===== src/rtl/fp_acc_seq.sv =====
`default_nettype none
// +--------------------------------------------------------------------------+
// | Module      : fp_acc_seq (with its private adder, fp_adder2)             |
// | Description : Reduces a stream of cfg_len floating-point operands, one   |
// |               per cycle, to a single sum using one combinational 2-input |
// |               adder. Start/length control, valid/ready on both sides and |
// |               a held result.                                             |
// | Ports       : clk, rst (async, active-high)                              |
// |               start, cfg_len          - launch a reduction (IDLE only)   |
// |               in_valid/in_ready/in_data   - operand stream               |
// |               out_valid/out_ready/out_data - result, held until taken    |
// |               busy                    - high while ACC or OUT            |
// | Revision    : 1.0 - initial release                                      |
// +--------------------------------------------------------------------------+

// Combinational adder. No denormals: exponent 0 still carries a hidden 1.
// Two guard bits below the mantissa, rounding adds 2'b10 there (half-up on
// magnitude). Overflow saturates to exponent all-ones / mantissa 0; underflow
// and exact cancellation flush to zero with the sign of the signed sum.
module fp_adder2 #(
  parameter int EXPONENT = 5,
  parameter int MANTISSA = 10
) (
  input  logic [EXPONENT+MANTISSA:0] a,
  input  logic [EXPONENT+MANTISSA:0] b,
  output logic [EXPONENT+MANTISSA:0] y
);
  localparam int W    = EXPONENT + MANTISSA + 1;
  localparam int SW   = MANTISSA + 3;          // hidden bit + mantissa + 2 guard
  localparam int EMAX = (1 << EXPONENT) - 1;

  logic [W-1:0]         w_big, w_small;
  logic [EXPONENT-1:0]  w_diff;
  logic [SW-1:0]        w_m_big, w_m_small, w_norm;
  logic signed [SW+1:0] w_s_big, w_s_small, w_s_sum;
  logic [SW:0]          w_mag, w_rnd;
  logic [MANTISSA-1:0]  w_mant;
  logic                 w_sign;
  int                   w_lead, w_exp;

  always_comb begin
    // Order operands by magnitude so the alignment shift is always rightward.
    if (a[W-2:0] >= b[W-2:0]) begin
      w_big   = a;
      w_small = b;
    end else begin
      w_big   = b;
      w_small = a;
    end
    w_diff    = w_big[W-2:MANTISSA] - w_small[W-2:MANTISSA];
    w_m_big   = {1'b1, w_big[MANTISSA-1:0], 2'b00};
    w_m_small = {1'b1, w_small[MANTISSA-1:0], 2'b00} >> w_diff;
    w_s_big   = w_big[W-1]   ? -$signed({2'b00, w_m_big})   : $signed({2'b00, w_m_big});
    w_s_small = w_small[W-1] ? -$signed({2'b00, w_m_small}) : $signed({2'b00, w_m_small});
    w_s_sum   = w_s_big + w_s_small;
    w_sign    = w_s_sum[SW+1];
    w_mag     = (SW+1)'(w_sign ? -w_s_sum : w_s_sum);

    w_lead = 0;
    for (int i = 0; i <= SW; i++) begin
      if (w_mag[i]) w_lead = i;
    end
    // Normalise so the leading one sits at the hidden-bit position SW-1.
    w_exp = int'(w_big[W-2:MANTISSA]) + w_lead - (SW - 1);
    if (w_lead == SW) w_norm = SW'(w_mag >> 1);
    else              w_norm = SW'(w_mag << (SW - 1 - w_lead));

    w_rnd = {1'b0, w_norm} + (SW+1)'(2);
    if (w_rnd[SW]) begin
      w_rnd = w_rnd >> 1;
      w_exp = w_exp + 1;
    end
    w_mant = MANTISSA'(w_rnd >> 2);

    if (w_mag == '0 || w_exp < 0) y = {w_sign, {(W-1){1'b0}}};
    else if (w_exp >= EMAX)       y = {w_sign, {EXPONENT{1'b1}}, {MANTISSA{1'b0}}};
    else                          y = {w_sign, EXPONENT'(w_exp), w_mant};
  end
endmodule

module fp_acc_seq #(
  parameter int EXPONENT  = 5,
  parameter int MANTISSA  = 10,
  parameter int LEN_WIDTH = 10
) (
  input  logic                         clk,
  input  logic                         rst,
  input  logic                         start,
  input  logic [LEN_WIDTH-1:0]         cfg_len,
  input  logic                         in_valid,
  input  logic [EXPONENT+MANTISSA:0]   in_data,
  output logic                         in_ready,
  output logic                         out_valid,
  output logic [EXPONENT+MANTISSA:0]   out_data,
  input  logic                         out_ready,
  output logic                         busy
);
  localparam int W = EXPONENT + MANTISSA + 1;

  typedef enum logic [1:0] {
    S_IDLE = 2'b00,
    S_ACC  = 2'b01,
    S_OUT  = 2'b10
  } state_t;

  state_t               state_q, state_d;
  logic [W-1:0]         acc_q, acc_d;
  logic [LEN_WIDTH-1:0] remaining_q, remaining_d;
  logic                 first_q, first_d;
  logic [W-1:0]         w_sum;

  fp_adder2 #(
    .EXPONENT (EXPONENT),
    .MANTISSA (MANTISSA)
  ) u_add (
    .a (acc_q),
    .b (in_data),
    .y (w_sum)
  );

  always_ff @(posedge clk or posedge rst) begin
    if (rst) begin
      state_q     <= S_IDLE;
      acc_q       <= '0;
      remaining_q <= '0;
      first_q     <= 1'b0;
    end else begin
      state_q     <= state_d;
      acc_q       <= acc_d;
      remaining_q <= remaining_d;
      first_q     <= first_d;
    end
  end

  always_comb begin
    state_d     = state_q;
    acc_d       = acc_q;
    remaining_d = remaining_q;
    first_d     = first_q;
    case (state_q)
      S_IDLE: begin
        if (start) begin
          if (cfg_len != '0) begin
            remaining_d = cfg_len;
            first_d     = 1'b1;
            state_d     = S_ACC;
          end else begin
            acc_d   = '0;
            state_d = S_OUT;
          end
        end
      end
      S_ACC: begin
        if (in_valid) begin
          // The first operand is loaded directly: the adder has no true zero,
          // so seeding it with +0 would perturb the sum.
          acc_d       = first_q ? in_data : w_sum;
          first_d     = 1'b0;
          remaining_d = remaining_q - LEN_WIDTH'(1);
          if (remaining_q == LEN_WIDTH'(1)) state_d = S_OUT;
        end
      end
      S_OUT: begin
        if (out_ready) state_d = S_IDLE;
      end
      default: state_d = S_IDLE;
    endcase
  end

  assign in_ready  = (state_q == S_ACC);
  assign out_valid = (state_q == S_OUT);
  assign out_data  = acc_q;
  assign busy      = (state_q != S_IDLE);
endmodule
`default_nettype wire


===== config.mk =====
export PLATFORM = sky130hd
export DESIGN_NAME = fp_acc_seq
export DESIGN_NICKNAME = d
export VERILOG_FILES = /design/src/rtl/fp_acc_seq.sv
export SDC_FILE = /design/constraint.sdc
export NUM_CORES = 1
export LEC_CHECK = 0
export CAP_MARGIN = 20
export CORE_MARGIN = 1.5
export CORE_UTILIZATION = 50
export DETAILED_ROUTE_END_ITERATION = 12
export PLACE_DENSITY = 0.83
export SLEW_MARGIN = 5
export SYNTH_ARGS = -nofsm -noshare
export SYNTH_HDL_FRONTEND = slang
export SYNTH_SLANG_ARGS = --single-unit
export TNS_END_PERCENT = 20

===== constraint.sdc =====
create_clock -name clk -period 13.3 [get_ports clk]
set_clock_uncertainty 0.1 [all_clocks]
set_input_delay 2.66 -clock clk [delete_from_list [all_inputs] [get_ports clk]]
set_output_delay 2.66 -clock clk [all_outputs]
set_load 0.03 [all_outputs]

==> impl_metrics.ini <==
[run_status]
run_status = completed

[global_route]
overflow = 0
grt_pass1_wl_um = 45630
grtUsageMet3 = 0.06032
grt-busiest-layer = met2
grt_use_met1 = 0.4785
use_met2 = 0.5407
grtUsageTotal = 0.3467
grt_pass1_vias = 8850
antenna_found_initial = 0
grt_max_degree = 50

[critical_path]
start_kind = primary input
path_common_cell = buf_4
crit_type = in2reg
critPathMaxStageDelay_ns = 0.58
crit_family = compound AO/OA/AOI/OAI gates
cp_num_buf_inv = 7
required_ns = 13.35
cp_slowest_cell = clkdlybuf4s50_1
critPathMaxFanout = 6
cp-end-kind = flop
arrival_ns = 13.27

[logic_synthesis]
syn-num-nets = 1158
synth.area.top_cells = dfrtp_1 (9.6%), ha_1 (8.1%), a21oi_1 (5.9%)
synth-main-ff-cell = dfrtp_1
yosysWarnings = 0
synth_largest_area_cell = dfrtp_1
syn_area_um2 = 7586
synth.avg_cell_area_um2 = 7.050
synth-edff-count = 0
ys_async_sr_fraction = 1.000
netlist.area_leader.share = 0.09566
synth-seq-cells = 29
synth_cell_types = 104
yosysSeqAreaShare = 0.09566
synth_cells = 1076

[layout]
n_fill_cell = 1036
layout_common_cells = buf_4 (147), nand2_1 (103), nor2_1 (100)
area_growth_pct = 36.01
final_common_cell = buf_4
finalNonFillerCells = 1429
finish.net_count = 1326
diodes = 0
drive_gt1_frac = 0.2771

[detailed_routing]
wirelength_um = 31390
vias = 10164
drc = 0
drt_iter0_drc = 1852
wl_per_cell_um = 21.96
drt_pass1_iterations = 7
routed_via_density = 7.113
drt.antenna.violating_nets = 0

[worst_hold_path]
hold_path.class = reg2reg

[die]
ios = 50
num_rows = 44
die_area_um2 = 15920
die_x_um = 126.2
die_h_um = 126.2
core_area_um2 = 14700
start_util = 0.5161

[sta]
slew_headroom = 0.2685
hold_viol = 0
final-max-slew-violation-count = 0
setup_viol_count_final = 0
worst_slew_pin_slew_ns = 1.067
fin_crit_sh = 0.9939
layout_min_cycle_time_ns = 13.22
fmax_mhz = 75.65

[clock_network]
cts.path.max_buffers = 2
cts_num_sinks = 29
cts-buffers-inserted = 5
clkTransAtPathRegs_ns = 0.05
hold_buffers = 0
cts_root_buf = clkbuf_16
clock_latency_ns = 0.28
htreeDepth = 2
cts_tree = built

[place]
io_buffers = 49
dp_cells = 1377
dp_hpwl_um = 22000
routabilityCongestion = 1.172

[flow_run]
max_cap_violations = 0
==> metal layers <==
layer  routed length, um  share of wire  vias to the layer above
met5                   0              0                        -
met4                1931          0.062                        0
met3                3783           0.12                      225
met2               13720           0.44                      850
met1               11950           0.38                     4641
li1                    -              -                     4448
==> cell type report <==
cell class	instances	area (um^2)	area share
multi-input cells	947	7241	0.7018
repair buffers	207	1753	0.1699
clock inverters	2	13.76	0.001334
repair inverters	1	5.005	0.0004851
well taps	184	230.2	0.02231
inverters	53	210.2	0.02037
flip-flops and latches	29	725.7	0.07034
clock buffers	6	138.9	0.01346
==> cells by family (layout without fill, tap and decap cells) <==
logic type               count (synthesis)  count (layout)  synth area share
multiplexers                            43              43           0.06086
XOR/XNOR                                55              55           0.06350
flip-flops                              29              29           0.09566
buffers and inverters                  101             269           0.05624
AND/OR/NAND/NOR                        414             414            0.2715
adder cells (fa/ha/maj)                 51              51           0.08610
AO/OA/AOI/OAI                          383             384            0.3662
==> synthesized netlist by cell type (all sizes together), types with 5 or more instances <==
library cell,number
nor3b,5
nor3,35
o211a,7
a21oi,92
o311a,5
xor2,16
nand2,112
a22oi,17
mux2,12
a21o,12
a211oi,14
nand2b,10
nor2,111
o21a,5
ha,49
a22o,10
xnor2,39
and3,12
buf,26
or3,7
or2,7
a2111oi,5
nor2b,8
nand3,34
a31o,6
dfrtp,29
o31a,6
inv,53
nor4,19
and2,15
o211ai,19
o21ai,79
o22ai,9
mux2i,30
o31ai,19
nand4,18
a41oi,5
o2111ai,7
or4,6
a31oi,17
clkbuf,22
==> final timing paths <==
| kind | start | depth (start not counted) | slack [ns] | to |
|---|---|---|---|---|
| worst min-delay path | remaining_q[7] | 2 | 0.43 | remaining_q[7] |
| worst max-delay path | in_data[11] | 48 | 0.08 | out_data[8] |
| worst max register to register | out_data[8] | 47 | 2.40 | out_data[8] |
| max in group asynchronous | rst | 3 | 10.13 | out_data[15] |
| worst min register to register | remaining_q[7] | 2 | 0.43 | remaining_q[7] |
| min in group asynchronous | rst | 2 | 2.54 | remaining_q[4] |
==> per-stage QoR <==
stage	hold slack [ns]	util	setup WS, ns	setup TNS (ns)	cell area, um^2
2_1_floorplan	0.3844	-	-0.009524	-0.009524	7901
3_3_place_gp	0.4187	0.6261	-0.2385	-1.280	9204
3_5_place_dp	0.4236	0.6261	-0.4352	-4.676	9204
4_1_cts	0.4372	0.6421	0.01729	0	9438
5_1_grt	0.4631	0.7019	-0.2493	-2.456	10320
6_report	0.4323	0.7019	0.08166	0	10320
==> timing repair <==
action,4_1_cts,5_1_grt
endpoints found under the setup margin,14,15
gates cloned,1,1
pin swaps,2,49
setup buffers,5,37
resized for setup,5,118
==> worst min-delay path, cell delays in order, from the launching register on <==
cell and delay, ns:
dfrtp_1 0.36, o21ai_0 0.08, o21ai_0 0.06
==> sequential cells by signal (all words and copies together), names as in the netlist <==
name and flops:
out_data 16, remaining_q 10, first_q 1, state_q 2
Power is not shown: default switching activity piles up to over one toggle a cycle in this logic, so the estimate is an artifact.
